===== config.mk =====
export PLATFORM = sky130hd
export DESIGN_NAME = rv_plic_claim_gateway
export DESIGN_NICKNAME = d
export VERILOG_FILES = /design/src/rtl/rv_plic_claim_gateway.sv
export SDC_FILE = /design/constraint.sdc
export NUM_CORES = 1
export LEC_CHECK = 0
export ABC_CLOCK_PERIOD_IN_PS = 2000
export BUFFER_PORTS_ARGS = -buffer_cell sky130_fd_sc_hd__buf_2
export CORE_MARGIN = 1.5
export CORE_UTILIZATION = 50
export CTS_BUF_LIST = sky130_fd_sc_hd__clkbuf_16
export DETAILED_ROUTE_END_ITERATION = 12
export PLACE_DENSITY = 0.78
export SYNTH_ARGS = -nofsm -noshare
export SYNTH_HDL_FRONTEND = slang
export SYNTH_SLANG_ARGS = --single-unit

===== constraint.sdc =====
create_clock -name clk_i -period 2 [get_ports clk_i]
set_input_delay 0.2 -clock clk_i [delete_from_list [all_inputs] [get_ports clk_i]]
set_output_delay 0.2 -clock clk_i [all_outputs]
set_load 0.05 [all_outputs]

===== src/rtl/rv_plic_claim_gateway.sv =====
// Per-target PLIC gateway: converts raw source lines into the pending vector and
// services claim reads / complete writes. Define RV_PLIC_GW_SYNC_EN to add a
// two-flop synchronizer on every source line.

// One source's gateway state: pending, in-service and previous-sample flops.
module rv_plic_gw_cell #(
  parameter bit EN = 1'b1
) (
  input  logic clk_i,
  input  logic rst_ni,
  input  logic s,
  input  logic le,
  input  logic claim_clr,
  input  logic complete_clr,
  output logic ip,
  output logic ia
);
  logic src_q, ip_q, ia_q, set;

  // EN=0 pins the reserved ID's flops at their reset value of 0.
  assign set = EN & (le ? (s & ~src_q) : s);

  always_ff @(posedge clk_i or negedge rst_ni) begin
    if (!rst_ni) begin
      src_q <= 1'b0;
      ip_q  <= 1'b0;
      ia_q  <= 1'b0;
    end else begin
      src_q <= s;
      if (set && !ia_q) begin
        ip_q <= 1'b1;
        ia_q <= 1'b1;
      end else begin
        // Claim needs ip=1 and complete needs ip=0, so they never collide.
        if (claim_clr)    ip_q <= 1'b0;
        if (complete_clr) ia_q <= 1'b0;
      end
    end
  end

  assign ip = ip_q;
  assign ia = ia_q;
endmodule

module rv_plic_claim_gateway #(
  parameter  int N_SOURCE = 32,
  localparam int SrcWidth = $clog2(N_SOURCE)
) (
  input  logic                clk_i,
  input  logic                rst_ni,
  input  logic [N_SOURCE-1:0] src_i,
  input  logic [N_SOURCE-1:0] le_i,
  input  logic                irq_i,
  input  logic [SrcWidth-1:0] irq_id_i,
  input  logic                claim_re_i,
  output logic                claim_rvalid_o,
  output logic [SrcWidth-1:0] claim_id_o,
  input  logic                complete_we_i,
  input  logic [SrcWidth-1:0] complete_id_i,
  output logic [N_SOURCE-1:0] ip_o,
  output logic [N_SOURCE-1:0] ia_o
);
  logic [N_SOURCE-1:0] s, ip_q, ia_q, claim_clr, complete_clr;
  logic                hit, claim_rvalid_q;
  logic [SrcWidth-1:0] claim_id_q;

`ifdef RV_PLIC_GW_SYNC_EN
  logic [N_SOURCE-1:0] sync1_q, sync2_q;

  always_ff @(posedge clk_i or negedge rst_ni) begin
    if (!rst_ni) begin
      sync1_q <= '0;
      sync2_q <= '0;
    end else begin
      sync1_q <= src_i;
      sync2_q <= sync1_q;
    end
  end

  assign s = sync2_q;
`else
  assign s = src_i;
`endif

  // Decoding against ip_q rejects a stale arbiter ID after a back-to-back claim.
  for (genvar i = 0; i < N_SOURCE; i++) begin : g_src
    assign claim_clr[i]    = claim_re_i & irq_i & (irq_id_i == SrcWidth'(i)) & ip_q[i];
    assign complete_clr[i] = complete_we_i & (complete_id_i == SrcWidth'(i))
                             & ia_q[i] & ~ip_q[i];

    rv_plic_gw_cell #(.EN(i != 0)) u_cell (
      .clk_i        (clk_i),
      .rst_ni       (rst_ni),
      .s            (s[i]),
      .le           (le_i[i]),
      .claim_clr    (claim_clr[i]),
      .complete_clr (complete_clr[i]),
      .ip           (ip_q[i]),
      .ia           (ia_q[i])
    );
  end

  assign hit = |claim_clr;

  always_ff @(posedge clk_i or negedge rst_ni) begin
    if (!rst_ni) begin
      claim_rvalid_q <= 1'b0;
      claim_id_q     <= '0;
    end else begin
      claim_rvalid_q <= claim_re_i;
      if (claim_re_i) claim_id_q <= hit ? irq_id_i : '0;
    end
  end

  assign claim_rvalid_o = claim_rvalid_q;
  assign claim_id_o     = claim_id_q;
  assign ip_o           = ip_q;
  assign ia_o           = ia_q;
endmodule


==> impl_results.rst, run 1 <==
.. list-table::
   :header-rows: 1

   * - Metric
     - Value
   * - Post-layout util
     - 61.96%
   * - Post-route cell area
     - 0.005725 sq mm
   * - Maximum level of the CTS H-tree
     - 3
   * - Nets
     - 666
   * - Average vias per placed instance
     - 5.354
   * - Worst clock skew
     - 0.004066 ns
   * - Placed cell count
     - 673
   * - Chip Height
     - 100.8 um
   * - Total negative slack for setup checks
     - 0 ns
   * - Cell area reported after detailed placement
     - 0.005145 sq mm
   * - Number of pins exceeding their max-slew limit in the final report
     - 0
   * - Count of final setup violators
     - 0
   * - Site row count
     - 35
   * - Number of nets still failing antenna checks after routing
     - 0
   * - Number of library cell types mapped by synthesis
     - 45
   * - Required arrival time at the worst endpoint
     - 2.26 ns
   * - Clock Latency Late Sink
     - 0.34 ns
   * - Power Density
     - 1430 mW/mm^2
   * - Flop and latch count out of synthesis
     - 99
   * - Chip Width
     - 100.8 um
   * - Crit end category
     - flop
   * - Wire length of the first global-routing pass
     - 19.26 mm
   * - Leakage power of the design
     - 2.450 nW
   * - MaxCap Viol Count
     - 0
   * - Post-layout instance count excluding filler cells
     - 721
   * - GR Util All Layers
     - 24.61%
   * - Total die area
     - 0.01016 sq mm
   * - Total Wirelength
     - 12.08 mm
   * - Path class of the lowest-slack min-delay path
     - in2reg
   * - Critical path data arrival time
     - 1.91 ns
   * - Diodes inserted
     - 0
   * - GR met2 Demand/Resource
     - 38.88%
   * - Post-Route Hold Slack
     - 0.1394 ns
   * - Post-Synthesis Cells
     - 473
   * - Buffer count from post-CTS setup fixing
     - 0
   * - Commonest non-fill, non-tap cell in the layout
     - buf_2
   * - Minimum setup slack in the final design
     - 0.3505 ns
   * - Core outline area
     - 0.009240 sq mm
   * - DRC violations left
     - 0
   * - Via count
     - 3860
   * - Share of final-layout standard cells stronger than drive strength 1
     - 29.22%
   * - Maximum root-to-sink buffer count
     - 2
   * - Post-synth top flop
     - dfrtp_1
   * - Total power draw
     - 8.187 mW
   * - WS Path Type
     - reg2reg
   * - Initial core utilization
     - 51.77%
   * - Yosys synthesis warning count
     - 0
   * - Register area share after synthesis
     - 51.79%
   * - Overall overflow remaining after global route
     - 0
   * - Achievable frequency
     - 0.6063 GHz
   * - Post-route fraction of the period consumed by the critical path
     - 82.47%
   * - Async set or reset register ratio after synthesis
     - 100.0%
   * - Max IR drop VDD
     - 0.0007703 V
   * - Slew margin rel.
     - 65.88%
   * - Number of global-route vias before repair
     - 3841
   * - Leading cell types in the layout, fill and taps excluded
     - buf_2, nand2_1, dfrtp_1
   * - Placer congestion estimate
     - 0.9303
   * - Count of flip-flops with a built-in enable after synthesis
     - 0
   * - Antenna violations before repair
     - 0
   * - Reg clk slew, reported paths
     - 0.06 ns
   * - Number of buffer cells added on primary ports
     - 144
   * - Slew at the pin with the worst max-slew slack
     - 0.5052 ns
   * - Clock buffer count from CTS
     - 9
   * - Cts hold-fix bufs
     - 32
   * - Maximum number of pins on one net before global-route repair
     - 61
   * - Average size of a mapped cell
     - 10.11 sq um
   * - Clock root cell
     - clkbuf_16
   * - TritonCTS clock tree
     - yes
   * - Setup repair after global routing missed its margin
     - no
   * - Wirelength per Cell
     - 16.75 um
   * - 1st-iter DRT viols
     - 374
   * - First-pass iteration count of the detailed router
     - 5
   * - Met1 Usage GRT
     - 32.89%
   * - Layer with the highest usage
     - met2
   * - M3 GR Usage
     - 5.270%
   * - Number of placed I/O pins
     - 149
   * - # resized after CTS
     - 0
   * - Pre-CTS worst setup slack
     - 0.1874 ns
   * - Category of the worst setup path launch point
     - flop
   * - Clock Sink Count
     - 99
   * - Number of hold-slack violations in the final timing report
     - 0
   * - Critical path peak fanout
     - 5
   * - Clock period minus worst slack
     - 1.649 ns
   * - Synth Cell Area
     - 0.004783 sq mm
   * - Detailed Place HPWL
     - 8.586 mm
   * - Layout-stage area growth over the synthesis result
     - 19.70%
   * - Outcome
     - finished, final reports clean
==> final timing paths <==
path                                          start            endpoint  slack [ns]  cells after the start
worst max-delay path            g_src[16].u_cell.ip       claim_id_o[4]        0.35                      5
worst min-delay path                     claim_re_i      claim_rvalid_o        0.14                      1
worst max register to register  g_src[16].u_cell.ip       claim_id_o[4]        0.35                      5
worst min register to register   g_src[5].u_cell.ia  g_src[5].u_cell.ia        0.53                      2
max in group asynchronous                    rst_ni  g_src[1].u_cell.ip        1.17                      3
min in group asynchronous                    rst_ni  g_src[8].u_cell.ip        0.40                      3
==> Yosys cell counts, types with 2 or more instances <==
cell       instances  area, sq um
o31ai_1           23        172.7
mux2i_1            9        90.09
inv_1              2        7.510
a211oi_1           2        15.01
nand4b_1           3        26.28
nand3_1            4        20.02
mux2_2             2        22.52
nor3_1             3        15.01
a21bo_1           11        110.1
o2bb2ai_1          2        17.52
nor2b_4            2        27.53
nand3b_1          36        270.3
buf_6              4        45.04
nor2_1            11        41.29
nand2b_1           7        43.79
dfrtp_1           99         2477
a21bo_2            2        20.02
nand4_1            3        18.77
o41ai_1            8        70.07
o21ai_0            3        15.01
a21oi_1            9        45.04
buf_4             66        495.5
buf_2              2        10.01
clkbuf_1           7        26.28
nand2_1          133        499.2
==> state kept, by name (all words and copies together), names as in the netlist <==
register,cells
g_src.u_cell.ip,31
g_src.u_cell.src_q,31
claim_id_o,5
g_src.u_cell.ia,31
claim_rvalid_o,1
==> worst max-delay path, cell delays in order (launching register included) <==
cell	delay, ns
dfrtp_1	0.39
or3b_1	0.35
a211oi_1	0.28
a21oi_1	0.07
o221a_2	0.31
a21oi_1	0.18
==> cells by family after synthesis <==
family	count (synthesis)	synth area share, %
muxes	11	2.354
AOI/OAI and AO/OA	69	11.59
buffers and inverters	81	12.22
and+or+nand+nor	212	21.97
DFF	99	51.79
other	1	0.07840
==> layer usage <==
layer / vias to the layer above / share of wire (%) / routed length, um
li1: 1801 / - / -
met1: 1870 / 43 / 5227
met2: 162 / 47 / 5731
met3: 27 / 6.9 / 831
met4: 0 / 2.4 / 287
met5: - / 0 / 0
==> report_power, final <==
| part | leakage [nW] | switching [mW] | internal (mW) |
|---|---|---|---|
| clock | 0.121 | 0.723 | 0.824 |
| combinational | 1.30 | 2.63 | 0.910 |
| sequential | 1.03 | 0.545 | 2.56 |
==> final cells by class <==
cell class                      count  area [sq um]
Timing Repair Buffer              181          1094
Clock inverter                      7         35.03
Inverter                            2         7.507
Clock buffer                        9         225.2
Tap cell                          129         161.4
Sequential cell                    99          2477
Fill cell                         781          3515
Multi-Input combinational cell    294          1725
Note: power is estimated with default switching activity, not from simulation.
==> inputs of run 2 (changes only) <==
ABC_CLOCK_PERIOD_IN_PS = 1500   (was 2000)
CORE_UTILIZATION = 46   (was 50)
PLACE_DENSITY = 0.76   (was 0.78)
clock period = 1.5 ns   (was 2 ns; I/O delays follow)
==> impl_results.rst, run 2 (synthesized netlist as in run 1, its figures left out) <==
.. list-table::
   :header-rows: 1

   * - Metric
     - Value
   * - Outcome
     - finished, violations left
   * - Violations in the final reports
     - setup timing
   * - Portion of total power attributed to sequential cells
     - 34.9%
   * - Clock Latency Late Sink
     - 0.34 ns
   * - Critical path data arrival time
     - 1.77 ns
   * - Maximum root-to-sink buffer count
     - 2
   * - First-pass iteration count of the detailed router
     - 6
   * - Portion of total power attributed to the clock network
     - 21.0%
   * - Number of buffer cells added on primary ports
     - 144
   * - Detailed Place HPWL
     - 9.132 mm
   * - Number of placed I/O pins
     - 149
   * - Leakage power of the design
     - 2.674 nW
   * - 1st-iter DRT viols
     - 242
   * - Category of the worst setup path launch point
     - flop
   * - Nets
     - 707
   * - Critical path peak fanout
     - 5
   * - Wire length of the first global-routing pass
     - 20.79 mm
   * - Via count
     - 3995
   * - Chip Height
     - 105.0 um
   * - Max IR drop VDD
     - 0.001208 V
   * - Count of final setup violators
     - 1
   * - Clock period minus worst slack
     - 1.504 ns
   * - Placed cell count
     - 718
   * - Required arrival time at the worst endpoint
     - 1.76 ns
   * - Initial core utilization
     - 46.97%
   * - Placer congestion estimate
     - 0.8726
   * - Worst reg-to-reg setup slack
     - -0.004 ns
   * - Total die area
     - 0.01102 sq mm
   * - Sw Ratio
     - 45.33%
   * - Clock root cell
     - clkbuf_16
   * - Average vias per placed instance
     - 5.195
   * - Number of global-route vias before repair
     - 4185
   * - Core outline area
     - 0.01018 sq mm
   * - Maximum level of the CTS H-tree
     - 3
   * - WS Path Type
     - reg2reg
   * - Clock buffer count from CTS
     - 9
   * - Switching power total
     - 5.272 mW
   * - Crit end category
     - flop
   * - Met1 Usage GRT
     - 31.50%
   * - Achievable frequency
     - 0.6649 GHz
   * - TritonCTS clock tree
     - yes
   * - Reg clk slew, reported paths
     - 0.07 ns
   * - MaxCap Viol Count
     - 0
   * - GR met2 Demand/Resource
     - 39.31%
   * - Antenna violations before repair
     - 0
   * - DRC violations left
     - 0
   * - Wirelength per Cell
     - 16.39 um
   * - Number of hold-slack violations in the final timing report
     - 0
   * - Number of pins exceeding their max-slew limit in the final report
     - 0
   * - Total Wirelength
     - 12.60 mm
   * - Layout-stage area growth over the synthesis result
     - 28.64%
   * - Maximum number of pins on one net before global-route repair
     - 100
   * - Worst clock skew
     - 0.005556 ns
   * - Slew at the pin with the worst max-slew slack
     - 0.5153 ns
   * - Post-layout instance count excluding filler cells
     - 769
   * - Post-route fraction of the period consumed by the critical path
     - 100.3%
   * - Cell internal power dissipation
     - 6.358 mW
   * - Power Density
     - 1890 mW/mm^2
   * - Chip Width
     - 105.0 um
   * - Overall overflow remaining after global route
     - 0
   * - Diodes inserted
     - 0
   * - Clock Sink Count
     - 99
   * - Layer with the highest usage
     - met2
   * - Minimum setup slack in the final design
     - -0.004069 ns
   * - GR Util All Layers
     - 23.86%
   * - Share of final-layout standard cells stronger than drive strength 1
     - 35.70%
   * - M3 GR Usage
     - 4.928%
   * - Path class of the lowest-slack min-delay path
     - in2reg
   * - Commonest non-fill, non-tap cell in the layout
     - buf_2
   * - Post-layout util
     - 60.42%
   * - Slew margin rel.
     - 65.65%
   * - Leading cell types in the layout, fill and taps excluded
     - buf_2, nand2_1, dfrtp_1
   * - Number of nets still failing antenna checks after routing
     - 0
   * - Site row count
     - 37
   * - Relative contribution of combinational cells to total power
     - 44.2%
   * - Setup repair after global routing missed its margin
     - yes
## run 2: timing repair
action / in CTS / in global routing
buffers inserted: 0 / 3
endpoints found under the hold margin: 130 / 0
pin swaps: 9 / 3
hold buffers: 32 / 0
gates cloned: 0 / 0
setup endpoints to repair: 5 / 5
gates resized for setup: 8 / 5
## run 2: cell type report
class                   instances  area, sq um
clock buffers                   9        225.2
clock inverters                 7        91.34
fillers                       899         4031
inverters                       2        7.507
multi-input cells             294         1780
flip-flops and latches         99         2477
well taps                     136        170.2
repair buffers                222         1401
## run 2: per-stage QoR
step                      power, mW  area [sq um]  hold slack [ns]   TNS [ns]  setup slack (ns)
after detailed placement      9.073          5439           0.2513    -0.6676           -0.1496
after global routing          12.16          6153           0.1066    -0.2543          -0.06734
after floorplan               8.515          4787          -0.1456          0           0.02226
after CTS                     11.63          6110          0.08922   -0.04213          -0.01675
after global placement        9.005          5439           0.2447    -0.6214           -0.1269
final                         11.63          6153          0.09296  -0.004069         -0.004069
## run 2: path summary, 6_finish.rpt
kind                       depth (start not counted)                start                endpoint
hold / removal                                     4             le_i[18]     g_src[18].u_cell.ia
setup / recovery                                   5   g_src[4].u_cell.ip           claim_id_o[0]
min in group asynchronous                          3               rst_ni  g_src[21].u_cell.src_q
hold reg to reg                                    1  g_src[24].u_cell.ia     g_src[24].u_cell.ip
max in group asynchronous                          3               rst_ni     g_src[12].u_cell.ip
setup reg to reg                                   5   g_src[4].u_cell.ip           claim_id_o[0]
## run 2: power by group through the flow
stage	Combinational, mW	Clock, mW	Sequential [mW]
2_1_floorplan	4.54	0	3.98
6_report	5.13	2.44	4.06
3_3_place_gp	4.93	0	4.08
4_1_cts	5.09	2.49	4.06
5_1_grt	5.43	2.58	4.15
3_5_place_dp	4.98	0	4.10
## run 2: critical path, cell delays in order (launching register included)
cell and delay [ns]:
dfrtp_1 0.34, or4b_4 0.47, a211oi_4 0.23, a2111oi_2 0.05
and4_4 0.19, a21oi_1 0.14
## run 2: per-layer routing
| metal | part of all wire, % | up-vias |
|---|---|---|
| met5 | 0 | - |
| met4 | 1.8 | 0 |
| met3 | 5.8 | 25 |
| met2 | 48 | 156 |
| met1 | 44 | 1937 |
| li1 | - | 1877 |
==> inputs of run 3 (changes only) <==
BUFFER_PORTS_ARGS = default   (was -buffer_cell sky130_fd_sc_hd__buf_2)
CORE_UTILIZATION = 55   (was 46)
DONT_BUFFER_PORTS = 1   (was default)
PLACE_DENSITY = 0.73   (was 0.76)
==> impl_results.rst, run 3 (synthesized netlist as in run 1, its figures left out) <==
.. list-table::
   :header-rows: 1

   * - Metric
     - Value
   * - Total Wirelength
     - 12.06 mm
   * - Core outline area
     - 0.008299 sq mm
   * - Layout-stage area growth over the synthesis result
     - 16.74%
   * - Achievable frequency
     - 0.6513 GHz
   * - Minimum setup slack in the final design
     - -0.03541 ns
   * - Overall overflow remaining after global route
     - 0
   * - Nets
     - 596
   * - Slew at the pin with the worst max-slew slack
     - 0.5215 ns
   * - Clock root cell
     - clkbuf_16
   * - Leading cell types in the layout, fill and taps excluded
     - nand2_1, dfrtp_1, buf_4
   * - Slew margin rel.
     - 64.78%
   * - Leakage power of the design
     - 2.303 nW
   * - Maximum level of the CTS H-tree
     - 3
   * - Total negative slack for setup checks
     - -0.1324 ns
   * - Max IR drop VDD
     - 0.001252 V
   * - GR Util All Layers
     - 26.82%
   * - Diodes inserted
     - 0
   * - Number of buffer cells added on primary ports
     - 0
   * - Fillers
     - 643
   * - Maximum number of pins on one net before global-route repair
     - 100
   * - Number of global-route vias before repair
     - 3680
   * - Count of final setup violators
     - 5
   * - Cts hold-fix bufs
     - 37
   * - TritonCTS clock tree
     - yes
   * - Number of pins exceeding their max-slew limit in the final report
     - 0
   * - DRC violations left
     - 0
   * - Critical path data arrival time
     - 1.81 ns
   * - Power Density
     - 2051 mW/mm^2
   * - Critical path peak fanout
     - 5
   * - Via count
     - 3682
   * - Site row count
     - 33
   * - Critical R2R Launch
     - g_src[16].u_cell.ip
   * - Required arrival time at the worst endpoint
     - 1.77 ns
   * - Number of placed I/O pins
     - 149
   * - Chip Width
     - 96.26 um
   * - First-pass iteration count of the detailed router
     - 6
   * - Setup repair after global routing missed its margin
     - yes
   * - MaxCap Viol Count
     - 0
   * - Depth of the worst register-to-register path
     - 5
   * - Clock Latency Late Sink
     - 0.34 ns
   * - Antenna violations before repair
     - 0
   * - Wire length of the first global-routing pass
     - 18.49 mm
   * - 1st-iter DRT viols
     - 331
   * - Placer congestion estimate
     - 0.9589
   * - Maximum root-to-sink buffer count
     - 2
   * - Average vias per placed instance
     - 5.872
   * - Worst clock skew
     - 0.006358 ns
   * - Total die area
     - 0.009265 sq mm
   * - Endpoint of the worst-slack reg-to-reg timing path
     - claim_id_o[3]
   * - Post-Route Hold Slack
     - -0.5045 ns
   * - Crit end category
     - flop
   * - Number of hold-slack violations in the final timing report
     - 99
   * - WS Path Type
     - reg2reg
   * - Worst reg-to-reg setup slack
     - -0.04 ns
   * - Number of nets still failing antenna checks after routing
     - 0
   * - Initial core utilization
     - 57.64%
   * - Violations in the final reports
     - hold timing, setup timing
   * - Clock buffer count from CTS
     - 9
   * - Commonest non-fill, non-tap cell in the layout
     - nand2_1
   * - Category of the worst setup path launch point
     - flop
   * - Detailed Place HPWL
     - 8.393 mm
   * - Reg clk slew, reported paths
     - 0.07 ns
   * - Chip Height
     - 96.26 um
   * - Share of final-layout standard cells stronger than drive strength 1
     - 20.31%
   * - Clock period minus worst slack
     - 1.535 ns
   * - Post-layout instance count excluding filler cells
     - 627
   * - Wirelength per Cell
     - 19.23 um
   * - Placed cell count
     - 573
   * - Clock Sink Count
     - 99
   * - Path class of the lowest-slack min-delay path
     - in2async
   * - Outcome
     - finished, violations left
   * - Total power draw
     - 11.45 mW
   * - Post-route fraction of the period consumed by the critical path
     - 102.4%
-- run 3: changes by cell type in the layout (fill, tap and decap cells not counted), moves of 2 or more --
| cell | delta |
|---|---|
| a21oi_1 | +2 |
| a21oi_2 | -2 |
| buf_2 | -143 |
| buf_4 | +28 |
| clkinv_4 | +2 |
| clkinvlp_4 | -2 |
| dlygate4sd3_1 | +5 |
-- run 3: layout make-up --
cell class	instances	area [sq um]	area share [%]
inverter	2	7.507	0.1344
clock inverter	7	68.82	1.232
clock buffer	9	225.2	4.033
timing repair buffer	111	925.9	16.58
sequential	99	2477	44.36
multi-input combinational	294	1748	31.30
tap	105	131.4	2.353
-- run 3: worst max-delay path, cell delays in order (launching register included) --
cell      delay (ns)
dfrtp_1         0.34
or3b_4          0.38
a211oi_2        0.19
a21oi_1         0.07
o221a_2         0.34
a21oi_2         0.15
-- run 3: report_power, final --
group          switching (mW)  internal, mW  leakage [nW]
Combinational            3.64          1.59          1.12
Sequential              0.518          3.41          1.03
Clock                   0.998          1.29         0.149
Total                    5.16          6.29          2.30
-- run 3: worst max path at each step --
stage / startpoint / to / slack, ns / cells past startpoint
after floorplan: g_src[4].u_cell.ip / claim_id_o[0] / 0.02 / 5
after global placement: g_src[4].u_cell.ip / claim_id_o[3] / 0.02 / 5
after detailed placement: g_src[4].u_cell.ip / claim_id_o[1] / -0.04 / 5
after CTS: g_src[16].u_cell.ip / claim_id_o[0] / -0.01 / 5
after global routing: g_src[16].u_cell.ip / claim_id_o[3] / -0.07 / 5
final: g_src[16].u_cell.ip / claim_id_o[3] / -0.04 / 5
-- run 3: what timing repair did --
item,in CTS,in global routing
buffers inserted,0,1
gates resized for setup,2,4
setup endpoints to repair,5,5
cloned,0,0
endpoints found under the hold margin,172,99
pin swaps,3,5
-- run 3: stage by stage --
stage / utilization [%] / hold slack [ns] / setup slack, ns / instance area [sq um]
floorplan: - / -0.1456 / 0.02226 / 4787
CTS: 67.03 / -0.5075 / -0.01152 / 5563
detailed placement: 58.92 / -0.1427 / -0.04162 / 4890
global placement: 58.92 / -0.1427 / 0.01626 / 4890
finish: 67.28 / -0.5045 / -0.03541 / 5584
global route: 67.28 / -0.5133 / -0.07444 / 5584
-- run 3: per-layer routing --
layer	wire [um]	part of all wire [%]	global-route usage (%)
met5	0	0	0
met3	977	8.1	7.267
met1	5137	43	35.24
met4	223	1.8	11.52
met2	5719	47	41.73
